<file path="config.mk">
export PLATFORM = sky130hd
export DESIGN_NAME = seq_arith_accum_mc
export DESIGN_NICKNAME = d
export VERILOG_FILES = /design/src/rtl/seq_arith_accum_pkg.sv /design/src/rtl/seq_arith_accum_alu.sv /design/src/rtl/seq_arith_accum_mc.sv
export SDC_FILE = /design/constraint.sdc
export NUM_CORES = 1
export LEC_CHECK = 0
export CAP_MARGIN = 15
export CORE_MARGIN = 10
export CORE_UTILIZATION = 25
export CTS_BUF_LIST = sky130_fd_sc_hd__clkbuf_8
export DETAILED_ROUTE_END_ITERATION = 8
export PLACE_DENSITY = 0.44
export SYNTH_ARGS = -nofsm -noshare
export SYNTH_HDL_FRONTEND = slang
export SYNTH_HIERARCHICAL = 1
export SYNTH_SLANG_ARGS = --single-unit
</file>
<file path="constraint.sdc">
create_clock -name clk -period 8.3 [get_ports clk]
set_clock_uncertainty 0.05 [all_clocks]
set_input_delay 0.83 -clock clk [delete_from_list [all_inputs] [get_ports clk]]
set_output_delay 0.83 -clock clk [all_outputs]
set_load 0.02 [all_outputs]
</file>
<file path="src/rtl/seq_arith_accum_pkg.sv">
// Package for the multi-channel accumulator: opcode encoding shared by the
// top level, the ALU and anything that drives requests into the block.
package seq_arith_accum_pkg;

    localparam int OP_W = 2;

    typedef enum logic [OP_W-1:0] {
        OP_ADD  = 2'd0,
        OP_SUB  = 2'd1,
        OP_LOAD = 2'd2,
        OP_CLR  = 2'd3
    } accum_op_t;

endpackage

</file>
<file path="src/rtl/seq_arith_accum_alu.sv">
// Combinational update for one accumulator channel.
//   acc    : current accumulator value
//   data   : request operand (ignored for CLR)
//   op     : ADD / SUB / LOAD / CLR
//   result : next accumulator value (wrapped or clamped according to SAT)
//   ovf    : this update overflowed (ADD/SUB only; never set by LOAD/CLR)
module seq_arith_accum_alu
    import seq_arith_accum_pkg::*;
#(
    parameter int NBITS  = 8,
    parameter int SAT    = 0,
    parameter int SIGNED = 0
) (
    input  logic [NBITS-1:0] acc,
    input  logic [NBITS-1:0] data,
    input  accum_op_t        op,
    output logic [NBITS-1:0] result,
    output logic             ovf
);

    localparam logic [NBITS-1:0] SMAX = {1'b0, {(NBITS-1){1'b1}}};
    localparam logic [NBITS-1:0] SMIN = {1'b1, {(NBITS-1){1'b0}}};

    // One extra bit captures the unsigned carry (ADD) or borrow (SUB).
    logic [NBITS:0] sum;
    logic [NBITS:0] diff;
    logic           acc_s;
    logic           data_s;

    assign sum    = {1'b0, acc} + {1'b0, data};
    assign diff   = {1'b0, acc} - {1'b0, data};
    assign acc_s  = acc[NBITS-1];
    assign data_s = data[NBITS-1];

    // NOTE: every output gets a default before the case so no path can
    // leave it unassigned and infer a latch.
    always_comb begin
        result = '0;
        ovf    = 1'b0;
        unique case (op)
            OP_ADD: begin
                result = sum[NBITS-1:0];
                if (SIGNED != 0) ovf = (acc_s == data_s) && (sum[NBITS-1] != acc_s);
                else             ovf = sum[NBITS];
                if ((SAT != 0) && ovf) begin
                    if (SIGNED != 0) result = acc_s ? SMIN : SMAX;
                    else             result = '1;
                end
            end
            OP_SUB: begin
                result = diff[NBITS-1:0];
                if (SIGNED != 0) ovf = (acc_s != data_s) && (diff[NBITS-1] != acc_s);
                else             ovf = diff[NBITS];
                if ((SAT != 0) && ovf) begin
                    // Signed SUB overflow always moves away from zero in the
                    // direction of acc's sign, so acc's sign picks the rail.
                    if (SIGNED != 0) result = acc_s ? SMIN : SMAX;
                    else             result = '0;
                end
            end
            OP_LOAD: result = data;
            OP_CLR:  result = '0;
            default: result = '0;
        endcase
    end

endmodule

</file>
<file path="src/rtl/seq_arith_accum_mc.sv">
// Multi-channel running-sum accumulator with a one-entry valid/ready output.
//   clk, reset           : clock, asynchronous active-low reset
//   in_val/in_rdy        : request handshake (in_rdy = !out_val || out_rdy)
//   in_op/in_chan/in_data: opcode, target channel, operand
//   out_val/out_rdy      : result handshake
//   out_chan/out_data/out_ovf : channel, accumulator after update, sticky flag
// A request for a channel >= NCHAN is consumed and reports data 0, ovf 0.
module seq_arith_accum_mc
    import seq_arith_accum_pkg::*;
#(
    parameter int NBITS  = 8,
    parameter int NCHAN  = 4,
    parameter int SAT    = 0,
    parameter int SIGNED = 0,
    localparam int CW    = (NCHAN > 1) ? $clog2(NCHAN) : 1
) (
    input  logic             clk,
    input  logic             reset,
    input  logic             in_val,
    output logic             in_rdy,
    input  logic [OP_W-1:0]  in_op,
    input  logic [CW-1:0]    in_chan,
    input  logic [NBITS-1:0] in_data,
    output logic             out_val,
    input  logic             out_rdy,
    output logic [CW-1:0]    out_chan,
    output logic [NBITS-1:0] out_data,
    output logic             out_ovf
);

    logic [NBITS-1:0] acc_q [NCHAN];
    logic [NBITS-1:0] acc_d [NCHAN];
    logic             ovf_q [NCHAN];
    logic             ovf_d [NCHAN];

    logic             out_val_q, out_val_d;
    logic [CW-1:0]    out_chan_q, out_chan_d;
    logic [NBITS-1:0] out_data_q, out_data_d;
    logic             out_ovf_q, out_ovf_d;

    accum_op_t        op;
    logic             accept;
    logic             chan_ok;
    logic [NBITS-1:0] acc_sel;
    logic [NBITS-1:0] alu_result;
    logic             alu_ovf;
    logic             flag_new;

    assign op      = accum_op_t'(in_op);
    assign in_rdy  = !out_val_q || out_rdy;
    assign accept  = in_val && in_rdy;
    assign chan_ok = (int'(in_chan) < NCHAN);
    // Read the register directly so a back-to-back request to the same
    // channel sees the update from the previous edge.
    assign acc_sel = chan_ok ? acc_q[in_chan] : '0;

    seq_arith_accum_alu #(
        .NBITS  (NBITS),
        .SAT    (SAT),
        .SIGNED (SIGNED)
    ) u_alu (
        .acc    (acc_sel),
        .data   (in_data),
        .op     (op),
        .result (alu_result),
        .ovf    (alu_ovf)
    );

    // LOAD/CLR restart the channel; ADD/SUB accumulate into the sticky flag.
    assign flag_new = ((op == OP_LOAD) || (op == OP_CLR)) ? 1'b0
                    : (chan_ok ? ovf_q[in_chan] : 1'b0) | alu_ovf;

    always_comb begin
        acc_d      = acc_q;
        ovf_d      = ovf_q;
        out_val_d  = out_val_q && !out_rdy;
        out_chan_d = out_chan_q;
        out_data_d = out_data_q;
        out_ovf_d  = out_ovf_q;
        if (accept) begin
            out_val_d  = 1'b1;
            out_chan_d = in_chan;
            out_data_d = '0;
            out_ovf_d  = 1'b0;
            if (chan_ok) begin
                acc_d[in_chan] = alu_result;
                ovf_d[in_chan] = flag_new;
                out_data_d     = alu_result;
                out_ovf_d      = flag_new;
            end
        end
    end

    // NOTE: state registers use non-blocking assignments so every flop
    // samples its _d value from before the edge.
    // NOTE: the accumulator array is reset explicitly; it is a handful of
    // flops whose zero state is observable, not a RAM.
    always_ff @(posedge clk or negedge reset) begin
        if (!reset) begin
            for (int i = 0; i < NCHAN; i++) begin
                acc_q[i] <= '0;
                ovf_q[i] <= 1'b0;
            end
            out_val_q  <= 1'b0;
            out_chan_q <= '0;
            out_data_q <= '0;
            out_ovf_q  <= 1'b0;
        end else begin
            acc_q      <= acc_d;
            ovf_q      <= ovf_d;
            out_val_q  <= out_val_d;
            out_chan_q <= out_chan_d;
            out_data_q <= out_data_d;
            out_ovf_q  <= out_ovf_d;
        end
    end

    assign out_val  = out_val_q;
    assign out_chan = out_chan_q;
    assign out_data = out_data_q;
    assign out_ovf  = out_ovf_q;

endmodule

</file>
==> flow_metrics.env <==
export IMPL_tns_ns=0
export IMPL_grt_pass1_vias=2027
export IMPL_synthArstFlopShare_pct=100.0
export IMPL_rsz0062_at_grt="no"
export IMPL_area_growth_pct=16.01
export IMPL_wl_met2_mm=3.215
export IMPL_grtUsageTotal_pct=8.681
export IMPL_path_clk_slew_ns=0.09
export IMPL_vias_per_cell=4.693
export IMPL_drive_above_1_share_pct=27.47
export IMPL_clk_path_buf_depth=2
export IMPL_ctsHtreeMaxLevel=2
export IMPL_ys_warnings_count=6
export IMPL_dieWidth_um=130.0
export IMPL_syn_num_nets=284
export IMPL_vdd_drop_max_v=0.0001223
export IMPL_synth_edff_count=0
export IMPL_fin_crit_ns=4.562
export IMPL_dp_hpwl_mm=5.080
export IMPL_drtAntennaViolNets=0
export IMPL_rows=40
export IMPL_combPwrFrac_pct=49.1
export IMPL_seq_power_share_pct=35.5
export IMPL_netSwitchingPower_uw=378.8
export IMPL_synth_ff_type="dfrtp_1"
export IMPL_met3_length_um=227
export IMPL_ys_seq_area_share_pct=39.72
export IMPL_dieArea_um2=16900
export IMPL_drv_slew=0
export IMPL_slowest_delay_ns=0.97
export IMPL_cap_viol_max_count=0
export IMPL_portBuffers=28
export IMPL_postSynthAreaPerCell_um2=12.10
export IMPL_start_util_pct=25.39
export IMPL_dr_max_layer_used="met4"
export IMPL_multiInputGateArea_um2=1647
export IMPL_cp_arrival_ns=4.75
export IMPL_post_cts_setup_buffers=0
export IMPL_die_h_um=130.0
export IMPL_crit_slowest_cell="clkdlybuf4s50_1"
export IMPL_max_slew_margin_pct=27.76
export IMPL_drc_errors=0
export IMPL_crit_fanout=17
export IMPL_numCtsBuffers=5
export IMPL_synth_top_cell_area_share_pct=39.72
export IMPL_gp_congestion=0.7176
export IMPL_power_frac_clock_pct=15.4
export IMPL_start_kind="primary input"
export IMPL_antenna_cells=0
export IMPL_drt_first_iter_violations=148
export IMPL_status="complete, no violations"
export IMPL_grt_ovfl_total=0
export IMPL_syn_inst=250
export IMPL_register_area_um2=1201
export IMPL_min_path_type="register to register"
export IMPL_p_leak_uw=0.001532
export IMPL_dpl_instance_area_um2=3401
export IMPL_ios=29
export IMPL_wl_per_cell_um=16.82
export IMPL_final_cell_area_um2=3508
export IMPL_synthTopCellsByCount="dfrtp_1, mux2_2, inv_1"
export IMPL_dr_pass1_iters=4
export IMPL_crit_family="buffers and inverters"
export IMPL_fillers=1242
export IMPL_antenna_found_initial=0
export IMPL_grt_pass1_wl_mm=11.55
export IMPL_ys_seq_elements=48
export IMPL_core_area_um2=11910
export IMPL_grt_max_degree=49
export IMPL_fin_nets=306
export IMPL_fin_crit_sh_pct=54.96
export IMPL_synth_most_common_cell="dfrtp_1"
export IMPL_setup_ws_ns=3.738
export IMPL_synth_cell_types=53
export IMPL_max_freq_ghz=0.2192
export IMPL_power_density_nw_per_um2=306.9
export IMPL_cts_root_buffer="clkbuf_8"
export IMPL_hold_viol=0
export IMPL_critPathCaptureType="register"
export IMPL_drt_total_wl_mm=7.064
export IMPL_dp_slack_ns=3.425
export IMPL_utilization_pct=29.45
export IMPL_crit_top_cell="a31oi_1"
export IMPL_synth_cell_area_um2=3024
export IMPL_clock_sinks=48
export IMPL_crit_chain="clkdlybuf4s50_1, mux4_2, ha_1, nor2b_4, o2111a_1, or4_1, a31oi_1, inv_1, a31oi_1, mux2_2"
export IMPL_hold_buffers=0
export IMPL_critical_path_class="primary input to register"
export IMPL_clock_latency_ns=0.30
export IMPL_dr_total_vias=1971
export IMPL_tritoncts="done"
export IMPL_cp_buffers_inverters=2
export IMPL_synth_area_leader_cell="dfrtp_1"
export IMPL_worst_slew_pin_slew_ns=1.070
export IMPL_p_sw_share_pct=35.19
export IMPL_ys_top_cells_by_area="dfrtp_1, mux2_2, ha_1, mux4_2, mux2_4"
export IMPL_p_int_uw=697.8
export IMPL_wl_met1_mm=3.552
export IMPL_critPathRequiredTime_ns=8.49
export IMPL_setup_viol=0
export IMPL_ctsResizeCount=0
==> cells by family (layout without fill, tap and decap cells) <==
| group | count (synthesis) | count (layout) | synth area share [%] |
|---|---|---|---|
| AO/OA/AOI/OAI | 44 | 44 | 11.13 |
| XOR/XNOR | 3 | 3 | 0.8690 |
| adder cells (fa/ha/maj) | 18 | 18 | 7.944 |
| buffers and inverters | 35 | 58 | 5.833 |
| flip-flops | 48 | 48 | 39.72 |
| multiplexers | 56 | 56 | 24.87 |
| AND/OR/NAND/NOR | 46 | 46 | 9.639 |
==> per-stage QoR <==
| stage | power (uW) | instances | hold WS [ns] |
|---|---|---|---|
| floorplan | 773.3 | 250 | 0.4239 |
| finish | 1077 | 420 | 0.4582 |
| global placement | 919.8 | 412 | 0.4338 |
| CTS | 1094 | 420 | 0.4607 |
| detailed placement | 921.2 | 412 | 0.4382 |
| global route | 1168 | 420 | 0.4700 |
==> power by group through the flow <==
stage	sequential, uW	clock, uW	combinational [uW]
after floorplan	399	0	374
after global placement	387	0	533
after detailed placement	386	0	535
after CTS	383	173	538
after global routing	396	183	590
final	382	166	529
==> state kept, by name, indices dropped and copies added (netlist names) <==
name	cells
acc_q	32
out_data	8
ovf_q	4
out_chan	2
out_ovf	1
out_val	1
==> final cells by class <==
type | instances | share of cell area [%]
multi-input combinational | 167 | 46.93
sequential | 48 | 34.24
timing repair buffer | 31 | 8.488
tap | 147 | 5.243
inverter | 19 | 2.033
clock buffer | 5 | 1.961
clock inverter | 3 | 1.106
==> path summary, 6_finish.rpt <==
check                                 from           to  depth (start not counted)  slack [ns]
worst max-delay path            in_chan[1]     ovf_q[0]                         10        3.74
worst min-delay path             acc_q[10]    acc_q[10]                          1        0.46
worst max register to register   acc_q[26]     ovf_q[0]                          9        4.81
worst min register to register   acc_q[10]    acc_q[10]                          1        0.46
max in group asynchronous            reset    acc_q[19]                          2        7.20
min in group asynchronous            reset  out_data[2]                          2        0.56
==> per-layer routing <==
metal | GRT usage (%) | vias to the layer above
met1 | 12.27 | 981
met2 | 12.98 | 33
met5 | 0 | -
li1 | - | 952
met4 | 2.778 | 0
met3 | 1.663 | 5
==> cells in the final DEF (no fill, tap or decap), types with 4 or more instances in the layout <==
cell | Yosys | routed
clkbuf_8 | 0 | 5
mux4_2 | 8 | 8
nor2_1 | 6 | 6
nand2_1 | 11 | 11
o21a_1 | 5 | 5
o21ai_0 | 8 | 8
a31oi_1 | 4 | 4
clkdlybuf4s50_1 | 0 | 27
nand2b_1 | 4 | 4
mux2_4 | 9 | 9
nor2b_1 | 4 | 4
ha_1 | 16 | 16
mux2_2 | 37 | 37
dfrtp_1 | 48 | 48
inv_1 | 19 | 20
No activity file was read; power rests on OpenSTA's default activity.
